**src/rtl/div_pkg.sv**
```systemverilog
// Shared definitions for the sequential divider: FSM state encoding and
// the sizing rule for the iteration counter.
package div_pkg;

    typedef enum logic [1:0] {
        IDLE = 2'd0,
        RUN  = 2'd1,
        DONE = 2'd2
    } state_t;

    // Counter must hold the value WIDTH itself, hence WIDTH+1 codes.
    function automatic int cnt_width(input int width);
        return $clog2(width + 1);
    endfunction

endpackage

```
**src/rtl/div_sign_fix.sv**
```systemverilog
// Sign handling around the unsigned restoring core: converts operands to
// magnitudes before the divide and restores result signs afterwards.
// With SIGNED = 0 every path is a straight pass-through.
module div_sign_fix
    import div_pkg::*;
#(
    parameter int WIDTH  = 4,
    parameter bit SIGNED = 1'b0
) (
    input  logic [WIDTH-1:0] a,
    input  logic [WIDTH-1:0] b,
    output logic [WIDTH-1:0] a_mag,
    output logic [WIDTH-1:0] b_mag,
    output logic             sgn_q,
    output logic             sgn_r,
    input  logic [WIDTH-1:0] q_mag,
    input  logic [WIDTH-1:0] r_mag,
    input  logic             neg_q,
    input  logic             neg_r,
    output logic [WIDTH-1:0] y,
    output logic [WIDTH-1:0] r
);

    // Two's-complement negate when requested. The most negative value maps
    // onto itself, which read as unsigned is exactly its magnitude.
    function automatic logic [WIDTH-1:0] cond_neg(input logic [WIDTH-1:0] v,
                                                  input logic neg);
        return neg ? (~v + 1'b1) : v;
    endfunction

    logic neg_a;
    logic neg_b;

    // Operand magnitudes and the result signs they imply.
    always_comb begin
        neg_a = 1'b0;
        neg_b = 1'b0;
        if (SIGNED) begin
            neg_a = a[WIDTH-1];
            neg_b = b[WIDTH-1];
        end
        a_mag = cond_neg(a, neg_a);
        b_mag = cond_neg(b, neg_b);
        sgn_q = neg_a ^ neg_b;
        sgn_r = neg_a;
    end

    // Re-apply the signs captured at acceptance to the unsigned results.
    always_comb begin
        y = cond_neg(q_mag, neg_q);
        r = cond_neg(r_mag, neg_r);
    end

endmodule

```
**src/rtl/div_seq.sv**
```systemverilog
// Sequential restoring divider: one shift-subtract iteration per clock,
// WIDTH iterations per result, optional two's-complement operation.
// Divide-by-zero bypasses the iterations and reports through dz.
module div_seq
    import div_pkg::*;
#(
    parameter int WIDTH  = 4,
    parameter bit SIGNED = 1'b0
) (
    input  logic             clk,
    input  logic             rst_n,
    input  logic             ld,
    input  logic [WIDTH-1:0] a,
    input  logic [WIDTH-1:0] b,
    output logic [WIDTH-1:0] y,
    output logic [WIDTH-1:0] r,
    output logic             busy,
    output logic             done,
    output logic             dz
);

    localparam int              CNT_W    = cnt_width(WIDTH);
    localparam int              RW       = WIDTH + 1;
    localparam logic [CNT_W-1:0] CNT_INIT = CNT_W'(WIDTH);

    state_t           state;
    logic [CNT_W-1:0] cnt;

    // Iteration datapath: rem is the partial remainder, quo shifts the
    // dividend out at the top while quotient bits enter at the bottom.
    logic [WIDTH:0]   rem;
    logic [WIDTH-1:0] quo;
    logic [WIDTH-1:0] dvsr;
    logic             neg_q;
    logic             neg_r;

    logic [WIDTH+1:0] part;
    logic [WIDTH:0]   rem_nxt;
    logic [WIDTH-1:0] quo_nxt;

    logic [WIDTH-1:0] a_mag;
    logic [WIDTH-1:0] b_mag;
    logic             sgn_q;
    logic             sgn_r;
    logic [WIDTH-1:0] y_fix;
    logic [WIDTH-1:0] r_fix;

    logic             accept;

    assign accept = ld && ((state == IDLE) || (state == DONE));

    div_sign_fix #(
        .WIDTH  (WIDTH),
        .SIGNED (SIGNED)
    ) u_sign_fix (
        .a     (a),
        .b     (b),
        .a_mag (a_mag),
        .b_mag (b_mag),
        .sgn_q (sgn_q),
        .sgn_r (sgn_r),
        .q_mag (quo_nxt),
        .r_mag (rem_nxt[WIDTH-1:0]),
        .neg_q (neg_q),
        .neg_r (neg_r),
        .y     (y_fix),
        .r     (r_fix)
    );

    // One restoring step: shift in the next dividend bit, subtract the
    // divisor if it fits, and record the outcome as the next quotient bit.
    always_comb begin
        part = {rem, quo[WIDTH-1]};
        if (part >= {2'b00, dvsr}) begin
            rem_nxt = RW'(part - {2'b00, dvsr});
            quo_nxt = {quo[WIDTH-2:0], 1'b1};
        end else begin
            rem_nxt = RW'(part);
            quo_nxt = {quo[WIDTH-2:0], 1'b0};
        end
    end

    // Datapath registers: loaded on acceptance, stepped while running.
    always_ff @(posedge clk) begin
        if (accept) begin
            rem   <= '0;
            quo   <= a_mag;
            dvsr  <= b_mag;
            neg_q <= sgn_q;
            neg_r <= sgn_r;
        end else if (state == RUN) begin
            rem   <= rem_nxt;
            quo   <= quo_nxt;
        end
    end

    // Sequencer with registered status and result outputs.
    always_ff @(posedge clk or negedge rst_n) begin
        if (!rst_n) begin
            state <= IDLE;
            cnt   <= '0;
            y     <= '0;
            r     <= '0;
            busy  <= 1'b0;
            done  <= 1'b0;
            dz    <= 1'b0;
        end else begin
            case (state)
                IDLE, DONE: begin
                    if (ld) begin
                        if (b == '0) begin
                            state <= DONE;
                            cnt   <= '0;
                            busy  <= 1'b0;
                            done  <= 1'b1;
                            y     <= '1;
                            r     <= a;
                            dz    <= 1'b1;
                        end else begin
                            state <= RUN;
                            cnt   <= CNT_INIT;
                            busy  <= 1'b1;
                            done  <= 1'b0;
                        end
                    end else begin
                        state <= IDLE;
                        busy  <= 1'b0;
                        done  <= 1'b0;
                    end
                end
                RUN: begin
                    cnt <= cnt - CNT_W'(1);
                    if (cnt == CNT_W'(1)) begin
                        state <= DONE;
                        busy  <= 1'b0;
                        done  <= 1'b1;
                        y     <= y_fix;
                        r     <= r_fix;
                        dz    <= 1'b0;
                    end
                end
                default: begin
                    state <= IDLE;
                    cnt   <= '0;
                    busy  <= 1'b0;
                    done  <= 1'b0;
                end
            endcase
        end
    end

endmodule

```
**config.mk**
```make
export PLATFORM = sky130hd
export DESIGN_NAME = div_seq
export DESIGN_NICKNAME = d
export VERILOG_FILES = /design/src/rtl/div_pkg.sv /design/src/rtl/div_sign_fix.sv /design/src/rtl/div_seq.sv
export SDC_FILE = /design/constraint.sdc
export NUM_CORES = 1
export LEC_CHECK = 0
export CORE_MARGIN = 1.5
export CORE_UTILIZATION = 45
export DETAILED_ROUTE_END_ITERATION = 6
export PLACE_DENSITY = 0.67
export REMOVE_ABC_BUFFERS = 1
export SETUP_SLACK_MARGIN = 0.1
export SLEW_MARGIN = 10
export SYNTH_ARGS = -nofsm -noshare
export SYNTH_HDL_FRONTEND = slang
export SYNTH_HIERARCHICAL = 1
export SYNTH_SLANG_ARGS = --single-unit
export TNS_END_PERCENT = 10
```
**constraint.sdc**
```tcl
create_clock -name clk -period 5.1 [get_ports clk]
set_input_delay 0.51 -clock clk [delete_from_list [all_inputs] [get_ports clk]]
set_output_delay 0.51 -clock clk [all_outputs]
set_load 0.05 [all_outputs]
```
==> results by group <==
Yosys
  • Yosys reg bits: 30
  • Mapped Avg Cell Area: 9.80 sq um
  • Post-synth EDFFs: 10
  • Post-synth top cells: 26 x nand2_1, 15 x dfrtp_1, 12 x buf_4, 12 x inv_1
  • Post-Syn Instances: 177
  • Largest family of logic cells by synthesized area: simple AND/OR/NAND/NOR gates
  • Synth area leader: dfrtp_1
  • Yosys warns: 6
  • Compound-gate portion of the synthesized area: 13.0%
  • Count of cell types in the netlist: 47
  • Most frequent cell after synthesis: nand2_1
  • Synth top area cells: dfrtp_1 22%, edfxtp_1 17%, dfxtp_1 5.8%, ha_1 5.8%, nand2_1 5.6%
  • Most used flip-flop cell after synthesis: dfrtp_1
  • Post-Synth Adder-Cell Area: 6.92%
  • Sequential fraction of the synthesis area: 44.7%
  • Post-synthesis mux area share: 4.18%
  • Simple logic cell fraction of the synthesized area: 17.6%
  • Ys async rst share: 50.0%
  • Top cell type's share of synthesized area: 21.6%
  • XOR/XNOR Fraction of Synth Area: 3.53%
  • Synthesized area: 0.00174 sq mm

Final layout
  • Layout cells sized above 1: 9.95%
  • Fillers: 350
  • Post-route insts no fill: 239
  • Area Growth Syn to Fin: 14.4%
  • Nets: 210
  • Antenna Cells: 0

Floorplan
  • Core area: 0.00369 sq mm
  • Row cnt: 22
  • Die ar.: 0.00424 sq mm
  • Die W: 65.1 um
  • Starting Density: 47.0%
  • IO Pins: 22
  • Die Y: 65.1 um

Clocking
  • CTS Buf Count: 5
  • Post-CTS sizing: 0
  • CTS Sinks: 30
  • TritonCTS clock tree: yes
  • Clk slew on worst S/H paths: 0.06 ns
  • Max clock buf depth: 2
  • CTS Root Cell: clkbuf_8
  • Post-CTS setup buffer count: 0
  • Clock network latency to the later pin of the worst-skew pair: 0.28 ns
  • H-tree depth: 2
  • Post-CTS Hold Buffers: 0

STA
  • Max-slew violation count: 0
  • Final period utilization: 57.1%
  • Max Clk Rate: 343 MHz
  • RSZ-0062 raised after global routing: false
  • Setup TNS: 0 ns
  • Period minus WS final: 2.91 ns
  • Final Hold Vio Count: 0
  • Setup ws final: 2.19 ns
  • Final setup fails: 0
  • Worst-Margin Slew: 0.877 ns
  • Final Skew: 0.00321 ns
  • Worst slew margin: 41.5%

Drt
  • Post-Route M1 WL: 1500 um
  • Metal3 WL: 170 um
  • Wire per inst: 14.0 um
  • Drt drc: 0
  • Final ANT Viol Nets: 0
  • Via count: 1272
  • Drt pass-1 iters: 4
  • DRT Wirelength: 3360 um
  • Via/cell ratio: 5.32
  • DRT iter0 DRCs: 63
  • Highest metal used: met4
  • Metal2 WL: 1620 um

Setup path
  • Setup CP Type: reg -> reg
  • WP data arrival: 3.07 ns
  • CP Cell Sequence: inv_1 -> ha_1 -> inv_1 -> fa_1 -> nand3_1 -> nand2_2 -> nor2_1 -> inv_2 -> a21oi_1 -> inv_1 -> ha_1 -> nand2b_1 -> xnor2_1 -> mux2i_1 -> o21ai_1
  • Most used cell along the critical path: inv_1
  • Slowest cell delay on critical path: 0.42 ns
  • Crit start category: register
  • CP Max Fanout: 8
  • Worst path slowest cell: edfxtp_1
  • Worst Path Required: 5.25 ns
  • CP Capture Type: register

Status
  • Outcome: completed

Global routing
  • Largest net degree at the start of global routing: 22
  • Global route total overflow: 0
  • First-pass GRT wire length: 5780 um
  • Vias in the first global route: 1267
  • Initial antenna violation count: 0
  • Gr usage total: 18.0%

Worst hold path
  • Hold WC Path Type: reg -> reg

Placed design
  • PortBufs: 21
  • HPWL Detailed: 2480 um
  • Number of instances in the placed design: 231
  • GP Congestion: 0.876
  • Setup Slack @ Placement: 2.19 ns

Run
  • Max_cap viols: 0
[cell families after synthesis]
logic type,count (synthesis)
xor gates and xnor gates,7
DFF,30
buffers and inverters,30
muxes,7
and+or+nand+nor,60
other,1
AOI/OAI and AO/OA,33
adders and majority gates,9
[layer usage]
layer  vias to the layer above  global-route usage, %
met5                         -                      0
met4                         0                   7.81
met3                         6                   5.65
met2                        41                   29.1
met1                       602                   22.3
li1                        623                      -
[final cells by class]
type / count / area (sq um) / share of cell area (%)
Multi-Input combinational cell: 118 / 793 / 39.9
Clock buffer: 7 / 86.3 / 4.35
Sequential cell: 30 / 776 / 39.1
Tap cell: 48 / 60.1 / 3.02
Timing Repair Buffer: 21 / 210 / 10.6
Inverter: 14 / 55.1 / 2.77
Clock inverter: 1 / 5.00 / 0.252
[sequential cells by signal, summed over array words and instances (netlist names)]
register and count:
cnt 3, neg_r 1, quo 4, rem 5
dvsr 4, done 1, busy 1, neg_q 1
r 4, state 1, y 4, dz 1
[cell usage in the layout, fill, tap and decap left out, types with 3 or more instances in the layout]
cell and n:
inv_1 12, dfxtp_1 5, nand3_1 4, o21ai_1 8
nor2_1 10, xnor2_1 5, a21oi_1 7, nor3_1 3
o21ai_0 5, edfxtp_1 10, ha_1 8, clkdlybuf4s50_1 21
mux2i_1 5, dfrtp_1 15, nand2_1 26, nand2b_1 3
clkbuf_8 6
[path summary, 6_finish.rpt]
check / start / depth (start not counted) / to / slack (ns)
worst max-delay path: quo[3] / 15 / r[2] / 2.19
worst min-delay path: y[1] / 2 / y[1] / 0.48
worst max register to register: quo[3] / 15 / r[2] / 2.19
worst min register to register: y[1] / 2 / y[1] / 0.48
max in group asynchronous: rst_n / 1 / busy / 4.00
min in group asynchronous: rst_n / 1 / y[3] / 0.65
[stage by stage]
step | hold WS, ns | area, sq um | utilization, %
3_3_place_gp | 0.471 | 1890 | 51.4
4_1_cts | 0.489 | 1990 | 53.8
3_5_place_dp | 0.475 | 1890 | 51.4
5_1_grt | 0.513 | 1990 | 53.8
6_report | 0.482 | 1990 | 53.8
2_1_floorplan | 0.214 | 1620 | -
[worst max-delay path, delay by kind of cell (launching register included)]
kind | cells | cell delay, ns
adders and majority gates | 3 | 0.76
and+or+nand+nor | 4 | 0.63
DFF | 1 | 0.42
AOI/OAI and AO/OA | 2 | 0.39
buffers and inverters | 4 | 0.33
muxes | 1 | 0.14
xor gates and xnor gates | 1 | 0.12
Power is not shown: default switching activity piles up to over one toggle a cycle in this logic, so the estimate is an artifact.
